===== config.mk =====
export PLATFORM = sky130hd
export DESIGN_NAME = abram_distributor
export DESIGN_NICKNAME = d
export VERILOG_FILES = /design/src/rtl/abram_distributor.sv
export SDC_FILE = /design/constraint.sdc
export NUM_CORES = 1
export LEC_CHECK = 0
export ABC_CLOCK_PERIOD_IN_PS = 3300
export BUFFER_PORTS_ARGS = -buffer_cell sky130_fd_sc_hd__buf_2
export CORE_AREA = 3 3 194 196
export CTS_CLUSTER_DIAMETER = 60
export DETAILED_ROUTE_END_ITERATION = 16
export DIE_AREA = 0 0 197 199
export PLACE_DENSITY = 0.52
export SKIP_LAST_GASP = 1
export SLEW_MARGIN = 10
export SYNTH_ARGS = -nofsm -noshare
export SYNTH_HDL_FRONTEND = slang
export SYNTH_SLANG_ARGS = --single-unit

===== constraint.sdc =====
create_clock -name clock -period 3.3 [get_ports clock]
set_input_delay 0.165 -clock clock [delete_from_list [all_inputs] [get_ports clock]]
set_output_delay 0.165 -clock clock [all_outputs]
set_load 0.05 [all_outputs]

===== src/rtl/abram_distributor.sv =====
// 1-to-N ABRAM ad distributor: routes one upstream transaction to the port named by an address field.
// Optional REQ timeout is enabled with `define ABRAM_DISTRIBUTOR_TIMEOUT_EN.
//
// state | meaning
// IDLE  | waiting for in_ad_valid; captures addr/data/dest
// REQ   | out_ad_valid[dest] held until out_ad_done[dest] (or timeout)
// DONE  | one-cycle in_ad_done to upstream, then back to IDLE
module abram_distributor #(
  parameter int OUTPUTS   = 4,
  parameter int ADDR_SIZE = 32,
  parameter int DATA_SIZE = 64,
  parameter int SEL_LSB   = 28,
  parameter int TIMEOUT   = 255
) (
  input  logic                                clock,
  input  logic                                reset,
  input  logic                                in_ad_valid,
  input  logic [ADDR_SIZE-1:0]                in_ad_addr,
  input  logic [DATA_SIZE-1:0]                in_ad_data,
  output logic                                in_ad_done,
  output logic [OUTPUTS-1:0]                  out_ad_valid,
  output logic [OUTPUTS-1:0][ADDR_SIZE-1:0]   out_ad_addr,
  output logic [OUTPUTS-1:0][DATA_SIZE-1:0]   out_ad_data,
  input  logic [OUTPUTS-1:0]                  out_ad_done,
  output logic                                busy,
  output logic                                err
);

  localparam int SEL_W = $clog2(OUTPUTS);

  if (OUTPUTS < 2 || TIMEOUT < 1 || SEL_LSB + SEL_W > ADDR_SIZE) begin : g_param_check
    $error("abram_distributor: illegal parameter combination");
  end

  typedef enum logic [1:0] {
    IDLE = 2'd0,
    REQ  = 2'd1,
    DONE = 2'd2
  } state_t;

  state_t               state;
  logic [ADDR_SIZE-1:0] addr_q;
  logic [DATA_SIZE-1:0] data_q;
  logic [SEL_W-1:0]     dest_q;
  logic [SEL_W-1:0]     sel;
  logic                 sel_ok;
  logic [OUTPUTS-1:0]   sel_hot;
  logic                 req_done;

  assign sel      = in_ad_addr[SEL_LSB +: SEL_W];
  assign sel_hot  = OUTPUTS'(1) << sel;
  assign req_done = out_ad_done[dest_q];

  // Only a non-power-of-2 port count leaves field codes with no port behind them
  if ((2 ** SEL_W) == OUTPUTS) begin : g_full_range
    assign sel_ok = 1'b1;
  end else begin : g_part_range
    localparam logic [SEL_W:0] OUT_LIM = OUTPUTS[SEL_W:0];
    assign sel_ok = ({1'b0, sel} < OUT_LIM);
  end

  assign out_ad_addr = {OUTPUTS{addr_q}};
  assign out_ad_data = {OUTPUTS{data_q}};

`ifdef ABRAM_DISTRIBUTOR_TIMEOUT_EN
  localparam int CNT_RAW = $clog2(TIMEOUT + 1);
  localparam int CNT_W   = (CNT_RAW < 8) ? 8 : ((CNT_RAW > 32) ? 32 : CNT_RAW);
  logic [CNT_W-1:0] cnt;
`endif

  always_ff @(posedge clock or negedge reset) begin
    if (!reset) begin
      state        <= IDLE;
      addr_q       <= '0;
      data_q       <= '0;
      dest_q       <= '0;
      out_ad_valid <= '0;
      in_ad_done   <= 1'b0;
      busy         <= 1'b0;
      err          <= 1'b0;
`ifdef ABRAM_DISTRIBUTOR_TIMEOUT_EN
      cnt          <= '0;
`endif
    end else begin
      in_ad_done <= 1'b0;
      err        <= 1'b0;
      case (state)
        IDLE: begin
          if (in_ad_valid) begin
            addr_q <= in_ad_addr;
            data_q <= in_ad_data;
            dest_q <= sel;
            busy   <= 1'b1;
            if (sel_ok) begin
              state        <= REQ;
              out_ad_valid <= sel_hot;
`ifdef ABRAM_DISTRIBUTOR_TIMEOUT_EN
              cnt          <= '0;
`endif
            end else begin
              // Bad destination still completes upstream, flagged with err
              state      <= DONE;
              in_ad_done <= 1'b1;
              err        <= 1'b1;
            end
          end
        end
        REQ: begin
          if (req_done) begin
            state        <= DONE;
            out_ad_valid <= '0;
            in_ad_done   <= 1'b1;
          end
`ifdef ABRAM_DISTRIBUTOR_TIMEOUT_EN
          else if (cnt == CNT_W'(TIMEOUT)) begin
            state        <= DONE;
            out_ad_valid <= '0;
            in_ad_done   <= 1'b1;
            err          <= 1'b1;
          end else begin
            cnt <= cnt + 1'b1;
          end
`endif
        end
        DONE: begin
          state <= IDLE;
          busy  <= 1'b0;
        end
        default: begin
          state        <= IDLE;
          busy         <= 1'b0;
          out_ad_valid <= '0;
        end
      endcase
    end
  end

endmodule

==> flow_results.xml, run 1 <==
<?xml version="1.0" encoding="UTF-8"?>
<metrics>
  <group name="floorplanning">
    <metric name="placeableCoreArea" unit="sq um">36300</metric>
    <metric name="die_height" unit="um">199</metric>
    <metric name="fp.dieArea" unit="sq um">39200</metric>
    <metric name="rows" unit="">70</metric>
    <metric name="ioPinCount" unit="">494</metric>
    <metric name="floorplan.initialDensity" unit="%">17.4</metric>
    <metric name="fp.dieW" unit="um">197</metric>
  </group>
  <group name="final_layout">
    <metric name="register_area" unit="sq um">2600</metric>
    <metric name="fillers" unit="">3965</metric>
    <metric name="drive_above_1_share" unit="%">78.4</metric>
    <metric name="syn2layout_area_growth" unit="%">24.5</metric>
    <metric name="fin_util" unit="%">21.7</metric>
    <metric name="multiInputGateArea" unit="sq um">1410</metric>
    <metric name="nNetsFinal" unit="">878</metric>
  </group>
  <group name="routing">
    <metric name="drtPass1Iterations" unit="">4</metric>
    <metric name="drt_iter0_drc" unit="">75</metric>
    <metric name="drtAntennaViolNets" unit="">0</metric>
    <metric name="wl" unit="um">16000</metric>
    <metric name="post_drt_via_cell_ratio" unit="">3.36</metric>
    <metric name="routed_wire_length_per_instance" unit="um">12.8</metric>
    <metric name="remaining_drc_errors" unit="">0</metric>
    <metric name="routed_vias" unit="">4185</metric>
  </group>
  <group name="placement">
    <metric name="port_buffers" unit="">492</metric>
    <metric name="pre_cts_ws" unit="ps">1230</metric>
    <metric name="globalplace.congestion" unit="">0.687</metric>
    <metric name="post-dp-hpwl" unit="um">12600</metric>
  </group>
  <group name="grt">
    <metric name="grt_pass1_vias" unit="">3758</metric>
    <metric name="antenna_violations_before_repair" unit="">0</metric>
    <metric name="grtUsageTotal" unit="%">7.38</metric>
    <metric name="first_pass_grt_wire_length" unit="um">21800</metric>
    <metric name="maximum_number_of_pins_on_one_net_before_global_route_repair" unit="">56</metric>
    <metric name="grt_overflow" unit="">0</metric>
  </group>
  <group name="setup_path">
    <metric name="worstPathMaxFanout" unit="">47</metric>
    <metric name="r2r_start" unit="">state[1]</metric>
    <metric name="regToRegEndpoint" unit="">data_q[10]</metric>
    <metric name="worst-r2r-setup-slack" unit="ps">1260</metric>
    <metric name="crit_required" unit="ps">3540</metric>
    <metric name="cp.arrival" unit="ps">2280</metric>
    <metric name="crit_type" unit="">flip-flop to flip-flop</metric>
    <metric name="worst-r2r-cell-count" unit="">4</metric>
    <metric name="worstSetupEndpointType" unit="">flip-flop</metric>
    <metric name="setup.worst_path.start_class" unit="">flip-flop</metric>
  </group>
  <group name="clocking">
    <metric name="clock_sinks" unit="">104</metric>
    <metric name="clk-insertion-delay-late" unit="ps">360</metric>
    <metric name="cts_post_setup_buffers_inserted" unit="">0</metric>
    <metric name="htreeDepth" unit="">3</metric>
    <metric name="worst_setup_hold_path_clk_slew" unit="ps">70</metric>
    <metric name="cts_max_path_buffers" unit="">2</metric>
    <metric name="cts_made_buffers" unit="">9</metric>
    <metric name="cts_tree" unit="">built</metric>
    <metric name="clock_tree.root_cell" unit="">sky130_fd_sc_hd__clkbuf_16</metric>
  </group>
  <group name="logic_synthesis">
    <metric name="synth.yosys.seq_area_share" unit="%">41.2</metric>
    <metric name="post_synth_num_cell_types" unit="">23</metric>
    <metric name="post_synth_instance_area" unit="sq um">6310</metric>
    <metric name="syn_nets" unit="">631</metric>
    <metric name="synth.ff_latch_count" unit="">104</metric>
    <metric name="number_of_standard_cells_after_synthesis" unit="">528</metric>
    <metric name="synth_area_per_cell" unit="sq um">12.0</metric>
    <metric name="synth_warnings" unit="">0</metric>
  </group>
  <group name="status">
    <metric name="run_status" unit="">finished clean</metric>
  </group>
  <group name="sta">
    <metric name="total_count_of_max_transition_violations_in_the_final_report" unit="">0</metric>
    <metric name="min_period_over_period" unit="%">61.9</metric>
    <metric name="worstMarginPinSlew" unit="ps">680</metric>
    <metric name="rsz0062_at_grt" unit="">no</metric>
    <metric name="timing.clock.skew" unit="ps">8.70</metric>
    <metric name="tns" unit="ps">0</metric>
    <metric name="post-route-worst-setup-slack" unit="ps">1260</metric>
    <metric name="post_layout_minimum_cycle_time" unit="ps">2040</metric>
    <metric name="report.final.setup_viol" unit="">0</metric>
    <metric name="achievable-frequency" unit="GHz">0.490</metric>
    <metric name="count_of_final_hold_check_violations" unit="">0</metric>
    <metric name="finalHoldWorstSlack" unit="ps">35.0</metric>
    <metric name="relSlewSlack" unit="%">54.7</metric>
  </group>
  <group name="hold_path">
    <metric name="worst_hold_path.num_cells" unit="">2</metric>
    <metric name="hold_path_class" unit="">primary input to flip-flop</metric>
    <metric name="min_delay_worst_endpoint" unit="">data_q[17]</metric>
    <metric name="min-delay-start" unit="">in_ad_data[17]</metric>
  </group>
  <group name="flow_run">
    <metric name="cap_violations" unit="">0</metric>
  </group>
</metrics>
## flip-flops by register name (all words and copies together), names as in the netlist
signal        cells
addr_q           31
busy              1
data_q           64
dest_q            1
in_ad_done        1
out_ad_valid      4
state             2
## worst max path at each step
stage | startpoint | end | slack (ps) | depth (start not counted)
global placement | state[1] | data_q[45] | 1300 | 4
detailed placement | state[1] | data_q[46] | 1230 | 4
CTS | state[1] | data_q[46] | 1220 | 4
floorplan | dest_q[0] | out_ad_valid[0] | 1760 | 3
finish | state[1] | data_q[10] | 1260 | 4
global route | state[1] | data_q[49] | 1130 | 4
## layout make-up
type | count | area share [%]
clock inverters | 3 | 0.860
flip-flops and latches | 104 | 33.1
multi-input cells | 121 | 17.9
well taps | 468 | 7.45
repair buffers | 537 | 37.5
clock buffers | 11 | 3.09
diodes | 1 | 0.0318
inverters | 2 | 0.0955
## cells by family after synthesis
| family | share of synthesized area (%) |
|---|---|
| mux | 19.3 |
| buf+inv | 36.5 |
| simple gates | 1.47 |
| other cells | 0.0594 |
| flops | 41.2 |
| compound gates | 1.41 |
## through the flow
step	instance area [sq um]	cells
2_1_floorplan	6310	528
3_3_place_gp	7130	1190
3_5_place_dp	7130	1190
4_1_cts	7860	1246
5_1_grt	7860	1246
6_report	7860	1247
## layout by cell type (no fill, tap or decap), drive strengths merged, types with 3 or more instances in the layout
cell,count
a21oi,3
buf,495
clkbuf,11
dfrtp,104
dlygate4sd3,42
mux2,97
nor2,3
o2bb2ai,5
## cells in the mapped netlist (all sizes together)
library cell  count  area [sq um]
buf             301          2290
dfrtp           104          2600
conb              1          3.75
nand2b            1          6.26
nor2              3          27.5
or3b              1          8.76
a21oi             3          15.0
o22ai             1          6.26
mux2i             2          20.0
a2111oi           2          17.5
and4b             1          10.0
or2               1          6.26
inv               2          7.51
o2bb2ai           5          50.0
and4bb            2          25.0
and3b             1          8.76
mux2             97          1200
## layer usage
metal,track usage [%],wire (um),vias up
met5,0,0,-
met1,7.99,6160,1968
met2,13.1,8200,280
li1,-,-,1923
met4,2.96,291,0
met3,2.69,1350,14
## critical path: stages, from the launching register on
cell	delay [ps]
sky130_fd_sc_hd__dfrtp_1	440
sky130_fd_sc_hd__nand2b_1	330
sky130_fd_sc_hd__nor2_8	400
sky130_fd_sc_hd__buf_12	280
sky130_fd_sc_hd__mux2_2	380
## repair_timing
item | in CTS | in global routing
hold buffers | 42 | 0
hold endpoints to repair | 90 | 0
gates resized for setup | 0 | 0
Power of run 1 is not shown: default switching activity piles up to over one toggle a cycle in this logic, so the estimate is an artifact.
==> inputs of run 2 (changes only) <==
--- a/config.mk
+++ b/config.mk
@@ -5,7 +5,7 @@
 export SDC_FILE = /design/constraint.sdc
 export NUM_CORES = 1
 export LEC_CHECK = 0
-export ABC_CLOCK_PERIOD_IN_PS = 3300
+export ABC_CLOCK_PERIOD_IN_PS = 2100
 export BUFFER_PORTS_ARGS = -buffer_cell sky130_fd_sc_hd__buf_2
 export CORE_AREA = 3 3 194 196
 export CTS_CLUSTER_DIAMETER = 60
==> constraint.sdc (replaced) <==
create_clock -name clock -period 2.1 [get_ports clock]
set_input_delay 0.105 -clock clock [delete_from_list [all_inputs] [get_ports clock]]
set_output_delay 0.105 -clock clock [all_outputs]
set_load 0.05 [all_outputs]
==> run 2 against run 1 <==
Effect of this change: register-to-register slack worse by 1000 ps; fmax grew 10%; global-route usage is 0.31 points higher; critical endpoint is now data_q[39]; first-iteration DRC count decreased by 19%; critical path depth did not move; core utilization up 1.5 points.
==> flow_results.xml, run 2 (synthesis gave the netlist of run 1 again) <==
<?xml version="1.0" encoding="UTF-8"?>
<metrics>
  <group name="sta">
    <metric name="timing.clock.skew" unit="ps">9.34</metric>
    <metric name="achievable-frequency" unit="GHz">0.539</metric>
    <metric name="total_count_of_max_transition_violations_in_the_final_report" unit="">0</metric>
    <metric name="min_period_over_period" unit="%">88.3</metric>
    <metric name="tns" unit="ps">0</metric>
    <metric name="report.final.setup_viol" unit="">0</metric>
    <metric name="count_of_final_hold_check_violations" unit="">0</metric>
    <metric name="post_layout_minimum_cycle_time" unit="ps">1850</metric>
    <metric name="rsz0062_at_grt" unit="">no</metric>
  </group>
  <group name="final_layout">
    <metric name="fin_util" unit="%">23.2</metric>
    <metric name="flip_flop_count_of_the_largest_register_all_copies_and_words_added" unit="">64</metric>
    <metric name="drive_above_1_share" unit="%">73.5</metric>
    <metric name="fin_cells" unit="">1303</metric>
    <metric name="most-common-layout-cells" unit="">sky130_fd_sc_hd__buf_2, sky130_fd_sc_hd__dfrtp_1, sky130_fd_sc_hd__dlygate4sd3_1, sky130_fd_sc_hd__mux2_2, sky130_fd_sc_hd__mux2_4</metric>
    <metric name="layout.cells.most_common" unit="">sky130_fd_sc_hd__buf_2</metric>
    <metric name="nNetsFinal" unit="">933</metric>
    <metric name="reg.largest.list" unit="">data_q (64), addr_q (31), out_ad_valid (4)</metric>
    <metric name="largest-register" unit="">data_q</metric>
    <metric name="syn2layout_area_growth" unit="%">33.0</metric>
    <metric name="fillers" unit="">3886</metric>
    <metric name="final_design_area_no_fill" unit="sq um">8390</metric>
  </group>
  <group name="clocking">
    <metric name="cts_made_buffers" unit="">9</metric>
    <metric name="cts_max_path_buffers" unit="">2</metric>
    <metric name="clock_tree.root_cell" unit="">sky130_fd_sc_hd__clkbuf_16</metric>
    <metric name="cts_post_setup_buffers_inserted" unit="">0</metric>
    <metric name="holdBufCountCts" unit="">96</metric>
    <metric name="clock_sinks" unit="">104</metric>
    <metric name="cts-resized-gates" unit="">0</metric>
    <metric name="cts_tree" unit="">built</metric>
    <metric name="clk-insertion-delay-late" unit="ps">360</metric>
    <metric name="worst_setup_hold_path_clk_slew" unit="ps">70</metric>
    <metric name="htreeDepth" unit="">3</metric>
  </group>
  <group name="routing">
    <metric name="post_drt_via_cell_ratio" unit="">3.41</metric>
    <metric name="drtAntennaViolNets" unit="">0</metric>
    <metric name="routed_wire_length_per_instance" unit="um">12.7</metric>
    <metric name="routed_vias" unit="">4444</metric>
    <metric name="remaining_drc_errors" unit="">0</metric>
    <metric name="drtPass1Iterations" unit="">4</metric>
    <metric name="wl" unit="um">16500</metric>
    <metric name="drt_iter0_drc" unit="">61</metric>
  </group>
  <group name="setup_path">
    <metric name="setup.worst_path.start_class" unit="">flip-flop</metric>
    <metric name="worstPathMaxFanout" unit="">50</metric>
    <metric name="cp.arrival" unit="ps">2100</metric>
    <metric name="crit_required" unit="ps">2350</metric>
    <metric name="worstSetupEndpointType" unit="">flip-flop</metric>
    <metric name="crit_type" unit="">flip-flop to flip-flop</metric>
    <metric name="critical-path-slowest-cell" unit="">sky130_fd_sc_hd__dfrtp_1</metric>
    <metric name="cp_cell_sequence" unit="">nand2b_1 &gt; nor2_8 &gt; buf_12 &gt; mux2_2</metric>
    <metric name="crit_path_max_incr_delay" unit="ps">450</metric>
  </group>
  <group name="placement">
    <metric name="globalplace.congestion" unit="">0.674</metric>
    <metric name="port_buffers" unit="">492</metric>
    <metric name="post-dp-hpwl" unit="um">12500</metric>
    <metric name="dp_cells" unit="">1191</metric>
    <metric name="post_dp_cell_area" unit="sq um">7130</metric>
  </group>
  <group name="grt">
    <metric name="grtUsageTotal" unit="%">7.69</metric>
    <metric name="grt_pass1_vias" unit="">4109</metric>
    <metric name="first_pass_grt_wire_length" unit="um">22800</metric>
    <metric name="grt_overflow" unit="">0</metric>
    <metric name="antenna_violations_before_repair" unit="">1</metric>
    <metric name="maximum_number_of_pins_on_one_net_before_global_route_repair" unit="">61</metric>
  </group>
  <group name="floorplanning">
    <metric name="ioPinCount" unit="">494</metric>
    <metric name="fp.dieW" unit="um">197</metric>
    <metric name="floorplan.initialDensity" unit="%">17.4</metric>
    <metric name="rows" unit="">70</metric>
    <metric name="die_height" unit="um">199</metric>
    <metric name="fp.dieArea" unit="sq um">39200</metric>
    <metric name="placeableCoreArea" unit="sq um">36300</metric>
  </group>
  <group name="status">
    <metric name="run_status" unit="">finished clean</metric>
  </group>
  <group name="flow_run">
    <metric name="cap_violations" unit="">0</metric>
  </group>
  <group name="hold_path">
    <metric name="hold_path_class" unit="">primary input to flip-flop</metric>
  </group>
</metrics>
run 2: cell count changes in the layout (fill, tap and decap cells not counted):
cell and change:
sky130_fd_sc_hd__dlygate4sd3_1 +54, sky130_fd_sc_hd__clkinvlp_4 +2, sky130_fd_sc_hd__buf_4 +1, sky130_fd_sc_hd__bufinv_16 -1
sky130_fd_sc_hd__clkbuf_1 -1, sky130_fd_sc_hd__clkinv_2 +1
run 2: final cells by class:
cell class,count,area (sq um),area share (%)
timing repair buffer,592,3490,41.6
clock buffer,10,239,2.85
multi-input combinational,121,1410,16.8
tap,468,586,6.98
sequential,104,2600,31.0
inverter,2,7.51,0.0894
clock inverter,5,57.6,0.686
antenna,1,2.50,0.0298
run 2: worst paths after layout:
check	from	endpoint	slack, ps	cells after the start
max	state[1]	data_q[39]	250	4
min	in_ad_addr[28]	dest_q[0]	50	2
max reg2reg	state[1]	data_q[39]	250	4
min reg2reg	busy	busy	530	2
max in group asynchronous	reset	data_q[48]	1290	3
min in group asynchronous	reset	addr_q[10]	140	2
run 2: critical path: cells and delay by family, from the launching register on:
| kind | cells | cell delay [ps] |
|---|---|---|
| buffers and inverters | 1 | 290 |
| DFF | 1 | 450 |
| muxes | 1 | 380 |
| and+or+nand+nor | 2 | 530 |
run 2: per-layer routing:
| layer | vias to the layer above | track usage, % | part of all wire [%] |
|---|---|---|---|
| li1 | 2032 | - | - |
| met1 | 2109 | 7.86 | 38 |
| met2 | 286 | 14.0 | 52 |
| met3 | 15 | 2.95 | 8.3 |
| met4 | 2 | 3.33 | 1.8 |
| met5 | - | 0 | 0.079 |
run 2: per-stage QoR:
stage / setup slack (ps) / hold slack (ps)
after global routing: 156 / 21.1
after detailed placement: 260 / -12.1
after floorplan: 557 / -191
final: 246 / 52.8
after global placement: 322 / -13.1
after CTS: 237 / 7.87
Power of run 2 is left out for the same reason.
==> inputs of run 3 (changes only) <==
--- a/config.mk
+++ b/config.mk
@@ -11,6 +11,7 @@
 export CTS_CLUSTER_DIAMETER = 60
 export DETAILED_ROUTE_END_ITERATION = 16
 export DIE_AREA = 0 0 197 199
+export GPL_TIMING_DRIVEN = 0
 export PLACE_DENSITY = 0.52
 export SKIP_LAST_GASP = 1
 export SLEW_MARGIN = 10
==> run 3 against run 2 <==
Effect of this change: core utilization up 6.1 points; final area grew 26%; fmax is 1.6% higher; via count rose by 23%; hold slack worse by 27 ps; critical path depth grew 1.
==> flow_results.xml, run 3 (synthesis gave the netlist of run 1 again) <==
<?xml version="1.0" encoding="UTF-8"?>
<metrics>
  <group name="status">
    <metric name="run_status" unit="">finished clean</metric>
  </group>
  <group name="routing">
    <metric name="wl" unit="um">20200</metric>
    <metric name="routed_vias" unit="">5485</metric>
    <metric name="remaining_drc_errors" unit="">0</metric>
    <metric name="routed_wire_length_per_instance" unit="um">12.7</metric>
    <metric name="drtPass1Iterations" unit="">4</metric>
    <metric name="drt_iter0_drc" unit="">81</metric>
    <metric name="drtAntennaViolNets" unit="">0</metric>
    <metric name="post_drt_via_cell_ratio" unit="">3.43</metric>
  </group>
  <group name="grt">
    <metric name="maximum_number_of_pins_on_one_net_before_global_route_repair" unit="">55</metric>
    <metric name="grt_pass1_vias" unit="">5248</metric>
    <metric name="first_pass_grt_wire_length" unit="um">28900</metric>
    <metric name="antenna_violations_before_repair" unit="">0</metric>
    <metric name="grt_overflow" unit="">0</metric>
    <metric name="grtUsageTotal" unit="%">9.45</metric>
  </group>
  <group name="final_layout">
    <metric name="antenna_cells" unit="">0</metric>
    <metric name="fin_util" unit="%">29.3</metric>
    <metric name="layout.cells.most_common" unit="">sky130_fd_sc_hd__buf_2</metric>
    <metric name="largest-register" unit="">data_q</metric>
    <metric name="drive_above_1_share" unit="%">80.6</metric>
    <metric name="fillers" unit="">3760</metric>
    <metric name="flip_flop_count_of_the_largest_register_all_copies_and_words_added" unit="">64</metric>
    <metric name="most-common-layout-cells" unit="">sky130_fd_sc_hd__buf_2, sky130_fd_sc_hd__buf_4, sky130_fd_sc_hd__dfrtp_1, sky130_fd_sc_hd__dlygate4sd3_1, sky130_fd_sc_hd__mux2_2</metric>
    <metric name="nNetsFinal" unit="">1229</metric>
    <metric name="reg.largest.list" unit="">data_q (64), addr_q (31), out_ad_valid (4)</metric>
    <metric name="syn2layout_area_growth" unit="%">68.1</metric>
  </group>
  <group name="hold_path">
    <metric name="worst_hold_path.num_cells" unit="">2</metric>
    <metric name="min_delay_worst_endpoint" unit="">addr_q[31]</metric>
    <metric name="min-delay-start" unit="">in_ad_addr[31]</metric>
    <metric name="hold_path_class" unit="">primary input to flip-flop</metric>
  </group>
  <group name="clocking">
    <metric name="clock_tree.root_cell" unit="">sky130_fd_sc_hd__clkbuf_16</metric>
    <metric name="cts_tree" unit="">built</metric>
    <metric name="worst_setup_hold_path_clk_slew" unit="ps">80</metric>
    <metric name="cts-resized-gates" unit="">0</metric>
    <metric name="cts_post_setup_buffers_inserted" unit="">0</metric>
    <metric name="cts_made_buffers" unit="">9</metric>
    <metric name="clk-insertion-delay-late" unit="ps">360</metric>
    <metric name="htreeDepth" unit="">3</metric>
    <metric name="clock_sinks" unit="">104</metric>
    <metric name="cts_max_path_buffers" unit="">2</metric>
  </group>
  <group name="sta">
    <metric name="worstMarginPinSlew" unit="ps">542</metric>
    <metric name="rsz0062_at_grt" unit="">no</metric>
    <metric name="timing.clock.skew" unit="ps">10.7</metric>
    <metric name="relSlewSlack" unit="%">63.9</metric>
    <metric name="total_count_of_max_transition_violations_in_the_final_report" unit="">0</metric>
    <metric name="report.final.setup_viol" unit="">0</metric>
    <metric name="post_layout_minimum_cycle_time" unit="ps">1820</metric>
    <metric name="achievable-frequency" unit="GHz">0.548</metric>
    <metric name="count_of_final_hold_check_violations" unit="">0</metric>
    <metric name="min_period_over_period" unit="%">86.9</metric>
  </group>
  <group name="floorplanning">
    <metric name="fp.dieArea" unit="sq um">39200</metric>
    <metric name="ioPinCount" unit="">494</metric>
    <metric name="placeableCoreArea" unit="sq um">36300</metric>
    <metric name="fp.dieW" unit="um">197</metric>
    <metric name="floorplan.initialDensity" unit="%">17.4</metric>
    <metric name="rows" unit="">70</metric>
    <metric name="die_height" unit="um">199</metric>
  </group>
  <group name="setup_path">
    <metric name="timing.critical_path.buf_inv" unit="">2</metric>
    <metric name="worstPathMaxFanout" unit="">10</metric>
    <metric name="regToRegEndpoint" unit="">data_q[9]</metric>
    <metric name="worst-r2r-cell-count" unit="">5</metric>
    <metric name="worst-r2r-setup-slack" unit="ps">280</metric>
    <metric name="crit_path_max_incr_delay" unit="ps">460</metric>
    <metric name="crit_required" unit="ps">2340</metric>
    <metric name="cp_cell_sequence" unit="">nand2b_1 &gt; buf_6 &gt; nor2_8 &gt; buf_4 &gt; mux2_2</metric>
    <metric name="critical-path-slowest-cell" unit="">sky130_fd_sc_hd__dfrtp_1</metric>
    <metric name="worstSetupEndpointType" unit="">flip-flop</metric>
    <metric name="r2r_start" unit="">state[1]</metric>
    <metric name="setup.worst_path.start_class" unit="">flip-flop</metric>
    <metric name="critPathTopFamily" unit="">flip-flops</metric>
    <metric name="crit_type" unit="">flip-flop to flip-flop</metric>
    <metric name="cp.arrival" unit="ps">2060</metric>
    <metric name="critPathLaunch" unit="">state[1]</metric>
  </group>
  <group name="placement">
    <metric name="post-dp-hpwl" unit="um">15700</metric>
    <metric name="globalplace.congestion" unit="">0.715</metric>
    <metric name="port_buffers" unit="">492</metric>
  </group>
  <group name="flow_run">
    <metric name="cap_violations" unit="">0</metric>
  </group>
</metrics>
run 3: changes by cell type in the layout (fill, tap and decap cells not counted), sizes merged:
cell,before,now
dlygate4sd3,96,94
clkbuf,10,9
diode,1,0
bufinv,1,0
inv,2,6
buf,496,794
clkinv,1,2
clkinvlp,3,1
run 3: metal layers:
metal	up-vias	part of all wire (%)	GRT usage, %
li1	2629	-	-
met1	2558	39	10.6
met2	286	52	17.5
met3	12	7.1	2.54
met4	0	1.4	2.82
met5	-	0	0
run 3: worst max-delay path by stage:
stage                      end  slack, ps  cells past startpoint
5_1_grt             data_q[10]        140                      5
6_report             data_q[9]        280                      5
3_5_place_dp         data_q[5]        210                      5
4_1_cts              data_q[9]        180                      5
2_1_floorplan  out_ad_valid[0]        560                      3
3_3_place_gp        data_q[45]       -370                      1
run 3: area by class of cell:
type	instances	area (sq um)	share of cell area, %
clock inverter	7	52.6	0.495
timing repair buffer	587	3440	32.4
inverter	2	7.51	0.0707
clock buffer	9	225	2.12
tap	468	586	5.52
multi-input combinational	121	1410	13.3
sequential	104	2600	24.5
buffer	301	2290	21.6
run 3: stage by stage:
stage	cells	setup TNS (ps)	instance area [sq um]	worst slack, ps	hold slack [ps]
floorplan	528	0	6310	557	-191
detailed placement	1489	0	9390	205	94.7
finish	1599	0	10600	275	26.2
global route	1599	0	10600	135	1.74
global placement	1488	-36120	9360	-366	336
CTS	1599	0	10600	176	4.05
run 3: repair_timing:
| item | CTS | global route |
|---|---|---|
| hold buffers | 94 | 0 |
| endpoints found under the setup margin | 0 | 0 |
| endpoints found under the hold margin | 146 | 0 |
run 3: worst register-to-register path: stages (launching register included):
cell and delay [ps]:
sky130_fd_sc_hd__dfrtp_1 460, sky130_fd_sc_hd__nand2b_1 190, sky130_fd_sc_hd__buf_6 140, sky130_fd_sc_hd__nor2_8 220
sky130_fd_sc_hd__buf_4 320, sky130_fd_sc_hd__mux2_2 370
Power of run 3 is left out for the same reason.
